==> config.mk <==
export PLATFORM = sky130hd
export DESIGN_NAME = and3_triple_tester
export DESIGN_NICKNAME = d
export VERILOG_FILES = /design/src/rtl/and3_triple_tester.sv
export SDC_FILE = /design/constraint.sdc
export NUM_CORES = 1
export LEC_CHECK = 0
export CAP_MARGIN = 20
export CELL_PAD_IN_SITES_DETAIL_PLACEMENT = 1
export CELL_PAD_IN_SITES_GLOBAL_PLACEMENT = 2
export CORE_AREA = 2 2 87 89
export CTS_BUF_LIST = sky130_fd_sc_hd__clkbuf_4 sky130_fd_sc_hd__clkbuf_8
export DETAILED_ROUTE_END_ITERATION = 7
export DIE_AREA = 0 0 89 91
export GPL_TIMING_DRIVEN = 0
export PLACE_DENSITY_LB_ADDON = 0.2
export SETUP_SLACK_MARGIN = 0.1
export SLEW_MARGIN = 20
export SYNTH_ARGS = -nofsm -noshare
export SYNTH_HDL_FRONTEND = slang
export SYNTH_SLANG_ARGS = --single-unit
==> constraint.sdc <==
create_clock -name clk -period 5.1 [get_ports clk]
set_input_delay 1.275 -clock clk [delete_from_list [all_inputs] [get_ports clk]]
set_output_delay 1.275 -clock clk [all_outputs]
set_load 0.01 [all_outputs]
==> src/rtl/and3_triple_tester.sv <==
// Exhaustive sequencer for a triple 3-input AND device: drives all 512 input
// vectors, samples the device outputs after a settle time and records errors.
module and3_triple_tester #(
  parameter int SETTLE_CYCLES = 2,
  parameter int ERR_CNT_W     = 10
) (
  input  logic                 clk,
  input  logic                 rst_n,
  input  logic                 in_start,
  input  logic                 in_abort,
  input  logic [2:0]           in_y,
  output logic [8:0]           out_drive,
  output logic                 out_busy,
  output logic                 out_done,
  output logic                 out_pass,
  output logic [ERR_CNT_W-1:0] out_err_cnt,
  output logic                 out_fail_valid,
  output logic [8:0]           out_fail_vec,
  output logic [2:0]           out_fail_y
);

  // state  | meaning
  // IDLE   | waiting for start, outputs quiet
  // SETTLE | vector driven, counting settle cycles
  // CHECK  | sample in_y and compare against the AND of the vector
  // DONE   | run complete, results held until next start
  typedef enum logic [1:0] {S_IDLE, S_SETTLE, S_CHECK, S_DONE} state_e;

  localparam logic [7:0] SETTLE_LAST = 8'(SETTLE_CYCLES - 1);
  localparam logic [8:0] VEC_LAST    = 9'd511;

  state_e                state_q, state_d;
  logic [8:0]            vec_q, vec_d;
  logic [8:0]            drive_q, drive_d;
  logic [7:0]            cnt_q, cnt_d;
  logic [ERR_CNT_W-1:0]  err_q, err_d;
  logic                  fail_valid_q, fail_valid_d;
  logic [8:0]            fail_vec_q, fail_vec_d;
  logic [2:0]            fail_y_q, fail_y_d;

  logic                  busy;
  logic                  start_take;
  logic                  abort_take;
  logic [2:0]            exp_y;

  assign busy       = (state_q == S_SETTLE) || (state_q == S_CHECK);
  assign start_take = in_start && !busy;
  assign abort_take = in_abort && busy;
  assign exp_y      = {&vec_q[8:6], &vec_q[5:3], &vec_q[2:0]};

  always_ff @(posedge clk) begin
    if (!rst_n) begin
      state_q      <= S_IDLE;
      vec_q        <= '0;
      drive_q      <= '0;
      cnt_q        <= '0;
      err_q        <= '0;
      fail_valid_q <= 1'b0;
      fail_vec_q   <= '0;
      fail_y_q     <= '0;
    end else begin
      state_q      <= state_d;
      vec_q        <= vec_d;
      drive_q      <= drive_d;
      cnt_q        <= cnt_d;
      err_q        <= err_d;
      fail_valid_q <= fail_valid_d;
      fail_vec_q   <= fail_vec_d;
      fail_y_q     <= fail_y_d;
    end
  end

  always_comb begin
    state_d = state_q;
    case (state_q)
      S_IDLE, S_DONE: begin
        if (in_start) state_d = S_SETTLE;
      end
      S_SETTLE: begin
        if (in_abort)                  state_d = S_IDLE;
        else if (cnt_q == SETTLE_LAST) state_d = S_CHECK;
      end
      S_CHECK: begin
        if (in_abort)               state_d = S_IDLE;
        else if (vec_q == VEC_LAST) state_d = S_DONE;
        else                        state_d = S_SETTLE;
      end
      default: state_d = S_IDLE;
    endcase
  end

  // Datapath next values; abort takes priority over a CHECK in the same cycle
  // so an aborted vector is never scored.
  always_comb begin
    vec_d        = vec_q;
    drive_d      = drive_q;
    cnt_d        = cnt_q;
    err_d        = err_q;
    fail_valid_d = fail_valid_q;
    fail_vec_d   = fail_vec_q;
    fail_y_d     = fail_y_q;
    if (start_take) begin
      vec_d        = '0;
      drive_d      = '0;
      cnt_d        = '0;
      err_d        = '0;
      fail_valid_d = 1'b0;
      fail_vec_d   = '0;
      fail_y_d     = '0;
    end else if (abort_take) begin
      vec_d   = '0;
      drive_d = '0;
      cnt_d   = '0;
    end else if (state_q == S_SETTLE) begin
      cnt_d = cnt_q + 8'd1;
    end else if (state_q == S_CHECK) begin
      if (in_y != exp_y) begin
        if (err_q != {ERR_CNT_W{1'b1}}) err_d = err_q + 1'b1;
        if (!fail_valid_q) begin
          fail_valid_d = 1'b1;
          fail_vec_d   = vec_q;
          fail_y_d     = in_y;
        end
      end
      if (vec_q != VEC_LAST) begin
        vec_d   = vec_q + 9'd1;
        drive_d = vec_q + 9'd1;
        cnt_d   = '0;
      end
    end
  end

  always_comb begin
    out_drive      = drive_q;
    out_busy       = busy;
    out_done       = (state_q == S_DONE);
    out_pass       = (state_q == S_DONE) && (err_q == '0);
    out_err_cnt    = err_q;
    out_fail_valid = fail_valid_q;
    out_fail_vec   = fail_vec_q;
    out_fail_y     = fail_y_q;
  end

endmodule

# [After elaboration in Yosys (flattened, before gate mapping)]
# Index checks and enable logic that the tools add are counted.
[totals] register_bits=42 output_inout_bits=35 wordCells=54
[op_classes] n_addsub=3 eq_ne=10 n_mux=9 bitwise_logic=4 n_reduce_logical=21
[ops] cell="$mux 8" count=3
[ops] cell="$reduce_and 3->1" count=4
[ops] cell="$add 10x1->10 const B" count=1
[ops] cell="$logic_not 10->1" count=1
[ops] cell="$mux 2" count=5
[ops] cell="$ne 10x10->1 const B" count=1
[ops] cell="$reduce_and 5->1" count=2
[ops] cell="$add 9x1->9 const B" count=1
[ops] cell="$eq 9x9->1 const B" count=1
[ops] cell="$ne 9x9->1 const B" count=1
[ops] cell="$add 8x1->8 const B" count=1
[ops] cell="$eq 8x1->1 const B" count=1
[ops] cell="$pmux 2 s3" count=1
[ops] cell="$eq 2x2->1 const B" count=2
[ops] cell="$not 1->1" count=4
[ops] cell="$reduce_and 2->1" count=2
[ops] cell="$reduce_and 4->1" count=1
[ops] cell="$reduce_bool 2->1" count=2
[ops] cell="$reduce_or 2->1" count=2
[ops] cell="$logic_and 1x1->1" count=3
[ops] cell="$ne 3x2->1 const B" count=1
[ops] cell="$ne 3x3->1" count=1
[ops] cell="$reduce_or 3->1" count=1
[ops] cell="$eq 2x1->1 const B" count=1
[ops] cell="other kinds (4)" count=4

# [Depth between registers and ports, before layout]
[depth] depth_word=5 mapped_depth=11 ltp_nobuf=9

# [Worst setup path before layout]
# No wires, ideal clock.
[synth_path] path_kind="input -> register" startpoint="input port in_abort" endpoint="register err_q[2], in the netlist out_err_cnt[2]" arrival_ns=2.250 path_slack_ns=2.734 stages=6 path_cell_list="or2b_2 -> nand2_1 -> a211oi_2 -> buf_6 -> a31oi_1 -> a41o_2"
[synth_via] elab_chain_cells=3
[synth_lines] item="start, declared" line_no="10" source="input logic in_abort,"
[synth_lines] item="$logic_and 1x1->1" line_no="48" source="assign abort_take = in_abort && busy;"
[synth_lines] item="$not 1->1 (no source line)"
[synth_lines] item="$reduce_and 5->1 (no source line)"
[synth_lines] item="end signal, assigned" line_no="66" source="err_q <= err_d;"
[synth_lines] item="end, declared" line_no="36" source="logic [ERR_CNT_W-1:0] err_q, err_d;"
# No other way between the ends.
# A chain may end at the register's enable or synchronous reset.

# [Worst setup path in the final report]
[layout_path] startpoint="register state_q[0]" endpoint="output port out_busy"
[layout_via] elab_chain_cells=2 elab_cells_between_ends=3
[layout_lines] item="start, declared" line_no="32" source="state_e state_q, state_d;"
[layout_lines] item="start signal, assigned" line_no="62" source="state_q <= state_d;"
[layout_lines] item="$eq 2x1->1 / $eq 2x2->1 (equally long branches)" line_no="46" source="assign busy = (state_q == S_SETTLE) || (state_q == S_CHECK);"
[layout_lines] item="$logic_or 1x1->1 *" line_no="46"
[layout_lines] item="end, declared" line_no="13" source="output logic out_busy,"
# Mark *: on every way between the ends. The rest lies on a longest branch, timed or not.

==> results.md <==
- Die X: 89 µm
- Number of nets in the layout: 312
- TritonCTS clock tree: done
- Ant. Diodes: 0
- R2R Path End: out_fail_vec[1]
- Synth Area per Inst: 8.38 µm²
- Core ar.: 7140 µm²
- Warnings, synthesis: 0
- Data required, critical path: 3.83 ns
- Post-CTS setup buffer count: 0
- Synth top area cells: dfxtp_1, ha_1, nand2_1
- Register area share after synthesis: 40.6%
- Slew HR: 42.5%
- Clk slew on worst S/H paths: 0.09 ns
- Syn nets: 264
- Initial Util: 29.0%
- Routed WL: 5550 µm
- Hold WC Path Type: register to register
- Clock share of power: 35.8%
- Switching Fraction: 28.3%
- Worst vdd ir: 0.107 mV
- Hold Fails Final Rpt: 0
- Asr flop ratio synth: 0%
- CP Launch Type: register
- Net Switching: 0.178 mW
- Top-count cell post-synth: dfxtp_1
- DP HPWL: 4190 µm
- Mapped Area: 2070 µm²
- Critical path peak fanout: 9
- Pwr/cell area: 234 nW/µm²
- CTS H-tree lvls: 2
- Cell taking the most area after synthesis: dfxtp_1
- # DRC: 0
- I/O pin count: 42
- WL/cell: 14.1 µm
- Routability cong.: 0.719
- Vert. Die Dim: 91 µm
- Num CTS Buffers: 5
- Initial drt markers: 18
- Critical Path AT: 1.79 ns
- Antenna Nets Post-Route: 0
- Gate power share: 11.3%
- Largest net degree at the start of global routing: 15
- CP endpoint: out_busy
- Layout Cells excl Fill: 395
- Post-synthesis cell count: 247
- Setup TNS: 0 ns
- Status: finished, final reports clean
- Worst r2r src: out_drive[0]
- Internal cell power: 0.452 mW
- Die area: 8100 µm²
- RSZ-0062 raised after global routing: false
- Final Util: 37.7%
- Min Clock Period, post-route: 3.07 ns
- Vias in the first global route: 1924
- Vias: 1902
- First-pass GRT wire length: 9150 µm
- Worst-skew pair later-pin latency: 0.30 ns
- Vias per cell: 4.82
- Final setup fails: 0
- Worst Setup End Kind: output pin
- Port Buffers: 41
- Cts repair resizes: 0
- Post-route clock period utilization: 60.2%
- Gr ovfl total: 0
- Clock Skews: 0.00568 ns
- Pins Over Slew Limit: 0
- Reg2reg path depth: 7
- Commonest cells in the netlist: dfxtp_1, nand2_1, nor2_1, nand3_1, o21ai_0
- Crit path launch: state_q[0]
- Most used DFF post-synth: dfxtp_1
- Hold WS: 0.466 ns
- Clk sinks: 42
- FF-to-FF setup slack: 2.90 ns
- Max cap viols: 0
- Slew of the pin with the lowest slew margin: 0.849 ns
- Number of flops mapped to enable cells by yosys: 0
- Crit Path Class: register to output pin
- Number of synthesized register bits: 42
- DP Cell Count: 387
- Yosys cell types: 43
- Layout cells sized above 1: 7.77%
- Clock buffer depth: 2
- Yosys top cell area share: 40.6%
- First-pass detailed-route iteration total: 4
- Pleak: 0.960 nW
- Hold_buf cts: 0
- FMAX: 0.326 GHz
- Initial antenna violation count: 0
- Area Overhead vs Synth: 30.2%
- Root buffer cell: clkbuf_8
- Total Routing Usage GR: 14.5%
- Cell Rows: 31
- Reg power frac: 52.8%
## how the worst min path moves through the flow
stage,from,to,slack (ns),depth (start not counted)
2_1_floorplan,cnt_q[7],cnt_q[7],0.48,2
3_3_place_gp,out_fail_vec[0],out_fail_vec[0],0.45,2
3_5_place_dp,out_fail_y[1],out_fail_y[1],0.46,2
4_1_cts,out_fail_y[1],out_fail_y[1],0.47,2
5_1_grt,out_fail_y[2],out_fail_y[2],0.48,2
6_report,out_fail_y[1],out_fail_y[1],0.47,2
## worst max-delay path, stage by stage, from the launching register on
cell,delay [ns]
dfxtp_1,0.38
inv_1,0.06
ha_1,0.28
buf_4,0.16
inv_1,0.07
clkdlybuf4s50_1,0.53
## registers in the layout, summed over array words and instances (netlist names)
register,flops
out_fail_valid,1
cnt_q,8
out_drive,9
out_err_cnt,10
out_fail_y,3
out_fail_vec,9
state_q,2
## stage by stage
| step | area [µm²] | total power [mW] | setup slack (ns) |
|---|---|---|---|
| floorplan | 2070 | 0.385 | 2.73 |
| global placement | 2600 | 0.412 | 1.91 |
| detailed placement | 2600 | 0.413 | 1.94 |
| CTS | 2690 | 0.641 | 2.02 |
| global route | 2690 | 0.664 | 1.95 |
| finish | 2690 | 0.630 | 2.03 |
## cells by family (layout without fill, tap and decap cells)
group / after synthesis / after routing / share of synthesized area [%]
AOI/OAI and AO/OA: 40 / 40 / 13.5
xor gates and xnor gates: 14 / 14 / 5.93
DFF: 42 / 42 / 40.6
muxes: 6 / 6 / 2.90
buffers and inverters: 20 / 69 / 4.53
adders and majority gates: 10 / 10 / 6.05
and+or+nand+nor: 115 / 115 / 26.5
## cell usage in the layout, fill, tap and decap left out, types with 4 or more instances in the layout
cell              n
inv_1             8
clkbuf_8          5
nor3_1            4
o21ai_0          15
nand3_1          23
nand4_1           8
clkdlybuf4s50_1  41
clkbuf_1          6
dfxtp_1          42
nand2_1          33
xor2_1           11
ha_1             10
nor2_1           28
mux2i_1           6
a21oi_1           4
## power by group through the flow
stage                     logic [mW]  registers (mW)  clock network (mW)
after global routing          0.0792           0.333               0.252
after floorplan               0.0455           0.340                   0
after global placement        0.0714           0.340                   0
after detailed placement      0.0721           0.340                   0
final                         0.0714           0.333               0.226
after CTS                     0.0724           0.333               0.235
## routing by layer
metal  GRT usage (%)  share of wire, %
met1            18.8                49
met2            23.6                47
met3            3.18               2.9
met4            4.35               1.1
met5               0                 0
## layout make-up
| type | count | area [µm²] |
|---|---|---|
| Multi-Input combinational cell | 185 | 1130 |
| Tap cell | 99 | 124 |
| Sequential cell | 42 | 841 |
| Timing Repair Buffer | 41 | 410 |
| Buffer | 12 | 63.8 |
| Clock inverter | 3 | 21.3 |
| Clock buffer | 5 | 68.8 |
| Inverter | 8 | 30.0 |
| Fill cell | 874 | 4440 |
No activity file was read; power rests on OpenSTA's default activity.
